===== config.mk =====
export PLATFORM = sky130hd
export DESIGN_NAME = rx_sample_timer
export DESIGN_NICKNAME = d
export VERILOG_FILES = /design/src/rtl/uart_rx_pkg.sv /design/src/rtl/rx_sample_timer.sv
export SDC_FILE = /design/constraint.sdc
export NUM_CORES = 1
export LEC_CHECK = 0
export CORE_UTILIZATION = 37
export DETAILED_ROUTE_END_ITERATION = 8
export PLACE_DENSITY_LB_ADDON = 0.3
export REMOVE_ABC_BUFFERS = 1
export SYNTH_ARGS = -nofsm -noshare
export SYNTH_HDL_FRONTEND = slang
export SYNTH_SLANG_ARGS = --single-unit

===== constraint.sdc =====
create_clock -name CLK -period 8.2 [get_ports CLK]
set_input_delay 2.46 -clock CLK [delete_from_list [all_inputs] [get_ports CLK]]
set_output_delay 2.46 -clock CLK [all_outputs]
set_load 0.01 [all_outputs]

===== src/rtl/uart_rx_pkg.sv =====
// Shared UART receiver definitions: timer FSM encoding and legal configuration constants.
package uart_rx_pkg;

    typedef enum logic [1:0] {
        IDLE = 2'd0,
        RUN  = 2'd1,
        DONE = 2'd2
    } state_e;

    localparam int unsigned PRESCALE_8         = 8;
    localparam int unsigned PRESCALE_16        = 16;
    localparam int unsigned PRESCALE_32        = 32;
    localparam int unsigned DEFAULT_PRESCALE   = PRESCALE_8;
    localparam int unsigned DEFAULT_FRAME_BITS = 10;
    localparam int unsigned MIN_FRAME_BITS     = 2;
    localparam int unsigned MAX_FRAME_BITS     = 15;

endpackage


===== src/rtl/rx_sample_timer.sv =====
// UART RX oversample timer: tracks position within bit and frame, and flags the three
// majority-vote sample points around the bit centre.
module rx_sample_timer
    import uart_rx_pkg::*;
#(
    parameter int unsigned MAX_PRESCALE = 32,
    parameter int unsigned EDGE_W       = $clog2(MAX_PRESCALE),
    parameter int unsigned BIT_W        = 4
) (
    input  logic              CLK,
    input  logic              RST,
    input  logic              enable,
    input  logic              reset_bit_cnt,
    input  logic [EDGE_W:0]   prescale,
    input  logic [BIT_W-1:0]  frame_bits,
    output logic [EDGE_W-1:0] edge_cnt,
    output logic [BIT_W-1:0]  bit_cnt,
    output logic              sample_stb,
    output logic [1:0]        sample_idx,
    output logic              bit_end,
    output logic              frame_done,
    output logic              cfg_err
);

    state_e            state_q, state_d;
    logic [EDGE_W:0]   presc_q, presc_d;
    logic [BIT_W-1:0]  fbits_q, fbits_d;
    logic [EDGE_W-1:0] edge_cnt_q, edge_cnt_d;
    logic [BIT_W-1:0]  bit_cnt_q, bit_cnt_d;
    logic              frame_done_q, frame_done_d;
    logic              cfg_err_q, cfg_err_d;

    logic              presc_ok, fbits_ok, running, final_bit;
    logic [31:0]       fbits_ext;
    logic [EDGE_W-1:0] last_edge, mid_lo, win_off;

    // Config legality is judged on the raw inputs at frame start only.
    assign fbits_ext = 32'(frame_bits);
    assign presc_ok  = (prescale == (EDGE_W+1)'(PRESCALE_8))  ||
                       (prescale == (EDGE_W+1)'(PRESCALE_16)) ||
                       (prescale == (EDGE_W+1)'(PRESCALE_32));
    assign fbits_ok  = (fbits_ext >= MIN_FRAME_BITS) && (fbits_ext <= MAX_FRAME_BITS);

    assign running   = (state_q == RUN);
    assign last_edge = EDGE_W'(presc_q - 1'b1);
    assign mid_lo    = EDGE_W'((presc_q >> 1) - 1'b1);
    assign win_off   = edge_cnt_q - mid_lo;
    assign final_bit = (bit_cnt_q == BIT_W'(fbits_q - 1'b1));

    always_comb begin
        state_d      = state_q;
        presc_d      = presc_q;
        fbits_d      = fbits_q;
        edge_cnt_d   = edge_cnt_q;
        bit_cnt_d    = bit_cnt_q;
        cfg_err_d    = cfg_err_q;
        frame_done_d = 1'b0;

        if (reset_bit_cnt) begin
            state_d    = IDLE;
            edge_cnt_d = '0;
            bit_cnt_d  = '0;
        end else begin
            case (state_q)
                IDLE: begin
                    edge_cnt_d = '0;
                    bit_cnt_d  = '0;
                    if (enable) begin
                        state_d    = RUN;
                        // The start cycle itself counts as oversample 0 of bit 0.
                        edge_cnt_d = EDGE_W'(1);
                        presc_d    = presc_ok ? prescale : (EDGE_W+1)'(DEFAULT_PRESCALE);
                        fbits_d    = fbits_ok ? frame_bits : BIT_W'(DEFAULT_FRAME_BITS);
                        cfg_err_d  = !(presc_ok && fbits_ok);
                    end
                end
                RUN: begin
                    if (!enable) begin
                        state_d    = IDLE;
                        edge_cnt_d = '0;
                        bit_cnt_d  = '0;
                    end else if (edge_cnt_q == last_edge) begin
                        edge_cnt_d = '0;
                        if (final_bit) begin
                            state_d      = DONE;
                            bit_cnt_d    = '0;
                            frame_done_d = 1'b1;
                        end else begin
                            bit_cnt_d = bit_cnt_q + 1'b1;
                        end
                    end else begin
                        edge_cnt_d = edge_cnt_q + 1'b1;
                    end
                end
                DONE: begin
                    edge_cnt_d = '0;
                    bit_cnt_d  = '0;
                    if (!enable) begin
                        state_d = IDLE;
                    end
                end
                default: begin
                    state_d    = IDLE;
                    edge_cnt_d = '0;
                    bit_cnt_d  = '0;
                end
            endcase
        end
    end

    always_ff @(posedge CLK or negedge RST) begin
        if (!RST) begin
            state_q      <= IDLE;
            presc_q      <= (EDGE_W+1)'(DEFAULT_PRESCALE);
            fbits_q      <= BIT_W'(DEFAULT_FRAME_BITS);
            edge_cnt_q   <= '0;
            bit_cnt_q    <= '0;
            frame_done_q <= 1'b0;
            cfg_err_q    <= 1'b0;
        end else begin
            state_q      <= state_d;
            presc_q      <= presc_d;
            fbits_q      <= fbits_d;
            edge_cnt_q   <= edge_cnt_d;
            bit_cnt_q    <= bit_cnt_d;
            frame_done_q <= frame_done_d;
            cfg_err_q    <= cfg_err_d;
        end
    end

    assign edge_cnt   = edge_cnt_q;
    assign bit_cnt    = bit_cnt_q;
    assign frame_done = frame_done_q;
    assign cfg_err    = cfg_err_q;
    assign bit_end    = running && (edge_cnt_q == last_edge);
    assign sample_stb = running && (win_off <= EDGE_W'(2));
    assign sample_idx = sample_stb ? win_off[1:0] : 2'd0;

endmodule

Word-level counts from Yosys, hierarchy flattened

Cells that the tools add are included.

Bits of input ports: 14
Bits in registers: 23
Output and inout port bits: 15

Reduce and logical (&&, ||, !) cells: 10
Equality and inequality tests: 11
Mux-type cells: 25
Order comparisons: 3
Bitwise logic cells: 1
Add/subtract/negate cells: 6

Operators with widths:

| operator            | count |
|---|---|
| $mux 4              | 6 |
| $mux 5              | 3 |
| $mux 2              | 7 |
| $pmux 5 s2          | 1 |
| $sub 5x1->5 const B | 2 |
| $ne 4x3->1 const B  | 2 |
| $eq 6x4->1 const B  | 1 |
| $eq 6x5->1 const B  | 1 |
| $eq 6x6->1 const B  | 1 |
| $mux 1              | 6 |
| $mux 6              | 1 |
| $ne 3x3->1 const B  | 2 |
| $pmux 2 s3          | 1 |
| $add 5x1->5 const B | 1 |
| $eq 5x5->1          | 1 |
| $le 5x2->1 const B  | 1 |
| $sub 5x5->5         | 1 |
| $add 4x1->4 const B | 1 |
| $eq 4x4->1          | 1 |
| $ge 4x2->1 const B  | 1 |
| $le 4x4->1 const B  | 1 |
| $logic_and 1x1->1   | 4 |
| $reduce_and 4->1    | 1 |
| $sub 4x1->4 const B | 1 |
| other kinds (7)     | 8 |

Logic depth before layout (Yosys ltp)

Depth in word-level cells: 7
Mapped depth: 11
Gate-level depth less buffers: 11

Worst setup path before layout

No wires, ideal clock.

Path kind: flip-flop to output port
Start point: register edge_cnt_q[1] (netlist: edge_cnt[1])
End point: output sample_stb
Arrival: 2.280 ns
Cell stages (with the launch flop): 12
Setup slack: 3.460 ns
Cell sequence: dfrtp_1 > inv_1 > ha_1 > inv_1 > ha_1 > inv_1 > fa_1 > nor2b_1 > or2_2 > a211o_1 > nand4_1 > inv_1

Word-level cells in the longest chain between the ends: 3

Ends and longest elaborated chain:

| what                   | line                   | text |
|---|---|---|
| start, declared        | rx_sample_timer.sv:28  | `logic [EDGE_W-1:0] edge_cnt_q, edge_cnt_d;` |
| start signal, assigned | rx_sample_timer.sv:124 | `edge_cnt_q <= edge_cnt_d;` |
| $sub 5x5->5            | rx_sample_timer.sv:47  | `assign win_off = edge_cnt_q - mid_lo;` |
| $le 5x2->1             | rx_sample_timer.sv:136 | `assign sample_stb = running && (win_off <= EDGE_W'(2));` |
| $logic_and 1x1->1      | rx_sample_timer.sv:136 |  |
| end, declared          | rx_sample_timer.sv:18  | `output logic sample_stb,` |

Every way passes these cells.

Final worst setup path

Start point: register edge_cnt_q[1] (netlist: edge_cnt[1])
End point: output sample_idx[0]

Word-level cells in the longest chain between the ends: 4

Ends and longest elaborated chain:

| what              | line                   | text |
|---|---|---|
| $sub 5x5->5       | rx_sample_timer.sv:47  |  |
| $le 5x2->1        | rx_sample_timer.sv:136 |  |
| $logic_and 1x1->1 | rx_sample_timer.sv:136 |  |
| $mux 2            | rx_sample_timer.sv:137 | `assign sample_idx = sample_stb ? win_off[1:0] : 2'd0;` |
| end, declared     | rx_sample_timer.sv:19  | `output logic [1:0] sample_idx,` |

Every way passes these cells.

==> summary.md <==
| Metric | Value |
|---|---|
| Final Hold Fails | `0` |
| Pleak | `just under 0.8 nW` |
| Hold Crit Depth | `2` |
| Die H | `65.5 um` |
| Crit path required time | `5.74 ns` |
| Hold slack final | `0.482 ns` |
| Clk_lat worst skew | `0.26 ns` |
| Clock root cell | `clkbuf_8` |
| Kind of critical path | `reg -> out` |
| Max Root-Sink Buffers | `2` |
| Worst vdd ir | `70.5 uV` |
| Critical Path Slowest Stage Cell | `clkdlybuf4s50_1` |
| Worst path buffer plus inverter count | `4` |
| Post-CTS Resized | `0` |
| NetSw | `0.0593 mW` |
| Vias per inst | `5.11` |
| CP dominant cell by count | `inv_1` |
| Nets | `215` |
| Sequential element share of the synthesized area | `38.9%` |
| Initial antenna violation count | `0` |
| Gate Count Post-Synth | `about 160` |
| IO Pins | `29` |
| Mapped Area | `1490 um2` |
| Share of layout cells above drive strength 1 | `6.91%` |
| RSZ-0062 raised after global routing | `false` |
| Core area | `roughly 3800 um2` |
| Crit path from | `edge_cnt[1]` |
| Utilization after layout | `approximately half` |
| Vias in the first global route | `1204` |
| Seq pwr share | `53.0%` |
| Setup TNS | `0 ns` |
| Overall routed net length | `3.04 mm` |
| Die area | `4290 um2` |
| Netlist cell types | `39` |
| Top Family by Delay on Critical Path | `adder cells` |
| Tot Pwr | `0.236 mW` |
| Clock share of power | `29.6%` |
| CP cell instances | `inv_1, ha_1, inv_1, ha_1, inv_1, fa_1, nor2b_1, or2_2, a211o_1, nand4_1, nor2_1, clkdlybuf4s50_1` |
| Worst setup EP type | `primary output` |
| Stages on worst setup path | `12` |
| Worst Path Max Fanout | `5` |
| Remaining DRCs | `0` |
| Total gr overflow | `0` |
| Largest net degree at the start of global routing | `24` |
| Flops & latches, synth | `23` |
| Int Power | `0.176 mW` |
| Avg Cell Area, Syn | `about 9.5 um2` |
| Final min period | `5.58 ns` |
| DP HPWL | `roughly 2.4 mm` |
| Net Sw Frac | `about a quarter` |
| Antenna Violating Nets Remaining | `0` |
| Critical R2R Launch | `presc_q[1]` |
| Power per cell area | `126 nW/um2` |
| # Post-CTS Setup Buffers | `0` |
| Slew @ Worst Pin | `roughly 1 ns` |
| Ys Warns | `0` |
| DRT Pass-1 Iters | `4` |
| GRT Resource Usage Total | `between 10% and 20%` |
| Global placer's final weighted congestion | `0.731` |
| Layout area overhead | `25.9%` |
| CTS HTree Levels | `1` |
| Rel. slew slack | `between 30% and 40%` |
| Hold Buf Count CTS | `0` |
| Fin cells | `about 240` |
| Worst hold start | `fbits_q[3]` |
| DR iter-0 viols | `32` |
| CTS tree | `built` |
| Post-synth EDFFs | `0` |
| CP max stage delay | `0.47 ns` |
| Worst Setup Start Kind | `flop` |
| Cts bufs inserted | `3` |
| Clock slew at reported path FFs | `around 0.080 ns` |
| TritonCTS sink count | `23` |
| Worst Clk Skew | `0.00561 ns` |
| Async S/R FF share, synth | `100%` |
| ANT cells | `0` |
| Min-Delay Path Class | `reg -> reg` |
| Avg WL per Cell | `12.9 um` |
| Worst reg-to-reg path cell count | `7` |
| Final Max Tran Viols | `0` |
| Final period utilization | `68.1%` |
| Run status | `completed` |
| Comb pwr share | `between 15 and 20%` |
| Row count | `22` |
| Vias | `about 1200` |
| Initial Util | `between 30% and 40%` |
| Critical path arrival | `approximately 3.1 ns` |
| Max-cap violations | `0` |
| First-pass GRT wire length | `5.34 mm` |
| DP Cell Count | `232` |
| Die width | `65.5 um` |
| Number of I/O port buffers | `28` |
| Max Fclk | `0.179 GHz` |
| Dominant synthesized flop cell | `dfrtp_1` |
| Final setup viols | `0` |
[cell families (layout without fill, tap and decap cells)]
group | count (synthesis) | after routing | synth area share, %
XOR/XNOR | 17 | 17 | 9.99
AO/OA/AOI/OAI | 27 | 27 | 13.9
AND/OR/NAND/NOR | 61 | 61 | 22.4
flip-flops | 23 | 23 | 38.9
adder cells (fa/ha/maj) | 12 | 12 | 10.6
buffers and inverters | 17 | 48 | 4.28
[worst paths after layout]
kind                       slack [ns]             to
max                              2.62  sample_idx[0]
min                              0.48     fbits_q[3]
max reg2reg                      6.00     state_q[0]
min reg2reg                      0.48     fbits_q[3]
max in group asynchronous        4.82        cfg_err
min in group asynchronous        2.76     bit_cnt[2]
[worst reg2reg max path, stage by stage, from the launching register on]
cell	delay, ns
dfrtp_1	0.39
inv_1	0.11
ha_1	0.19
nor4bb_1	0.29
o211ai_1	0.16
a311oi_4	0.56
nand2_1	0.20
a21o_1	0.21
[per-layer routing]
| metal | global-route usage [%] | wire, um | part of all wire, % | up-vias |
|---|---|---|---|---|
| met5 | 0 | 0 | 0 | - |
| li1 | - | - | - | 604 |
| met3 | 2.26 | 79 | 2.6 | 4 |
| met1 | 19.7 | 1350 | 44 | 582 |
| met2 | 29.0 | 1580 | 52 | 16 |
| met4 | 4.89 | 25 | 0.82 | 0 |
[cell usage after synthesis (all sizes together) (3+ instances only)]
| library cell | instances | area [um2] |
|---|---|---|
| ha | 11 | 138 |
| nand2b | 6 | 45.0 |
| nor3 | 6 | 30.0 |
| nor2 | 13 | 48.8 |
| xor2 | 5 | 43.8 |
| nor2b | 5 | 31.3 |
| nand2 | 12 | 45.0 |
| nand3 | 4 | 20.0 |
| o22ai | 3 | 18.8 |
| dfrtp | 20 | 500 |
| a21oi | 3 | 15.0 |
| inv | 15 | 56.3 |
| dfstp | 3 | 78.8 |
| nand3b | 5 | 37.5 |
| o21ai | 8 | 40.0 |
| xnor2 | 12 | 105 |
[state kept, by name, summed over array words and instances, names as in the netlist]
register	flops
cfg_err	1
bit_cnt	4
presc_q	6
state_q	2
edge_cnt	5
fbits_q	4
frame_done	1
[power by group through the flow]
stage	clock network [mW]	logic, mW	registers [mW]
after floorplan	0	0.0256	0.126
after detailed placement	0	0.0415	0.127
after CTS	0.0719	0.0417	0.125
after global routing	0.0763	0.0465	0.126
after global placement	0	0.0402	0.127
final	0.0696	0.0411	0.125
[cell usage in the layout (no fill, tap or decap), types with 6 or more instances in the layout]
cell,n
nand2_1,12
nor2_1,13
dfrtp_1,20
clkdlybuf4s50_1,28
inv_1,15
nor3_1,6
o21ai_0,7
ha_1,11
xnor2_1,12
[final cells by class]
| class | instances | area (um2) |
|---|---|---|
| tap | 48 | 60.1 |
| multi-input combinational | 117 | 847 |
| sequential | 23 | 579 |
| timing repair buffer | 29 | 288 |
| clock buffer | 4 | 45.0 |
| fill | 347 | 1900 |
| inverter | 15 | 56.3 |
[through the flow]
stage | worst slack, ns | area (um2)
floorplan | 3.46 | 1480
global placement | 2.99 | 1830
detailed placement | 2.90 | 1830
CTS | 2.61 | 1880
global route | 2.41 | 1880
finish | 2.62 | 1880
No activity file was read; power rests on OpenSTA's default activity.
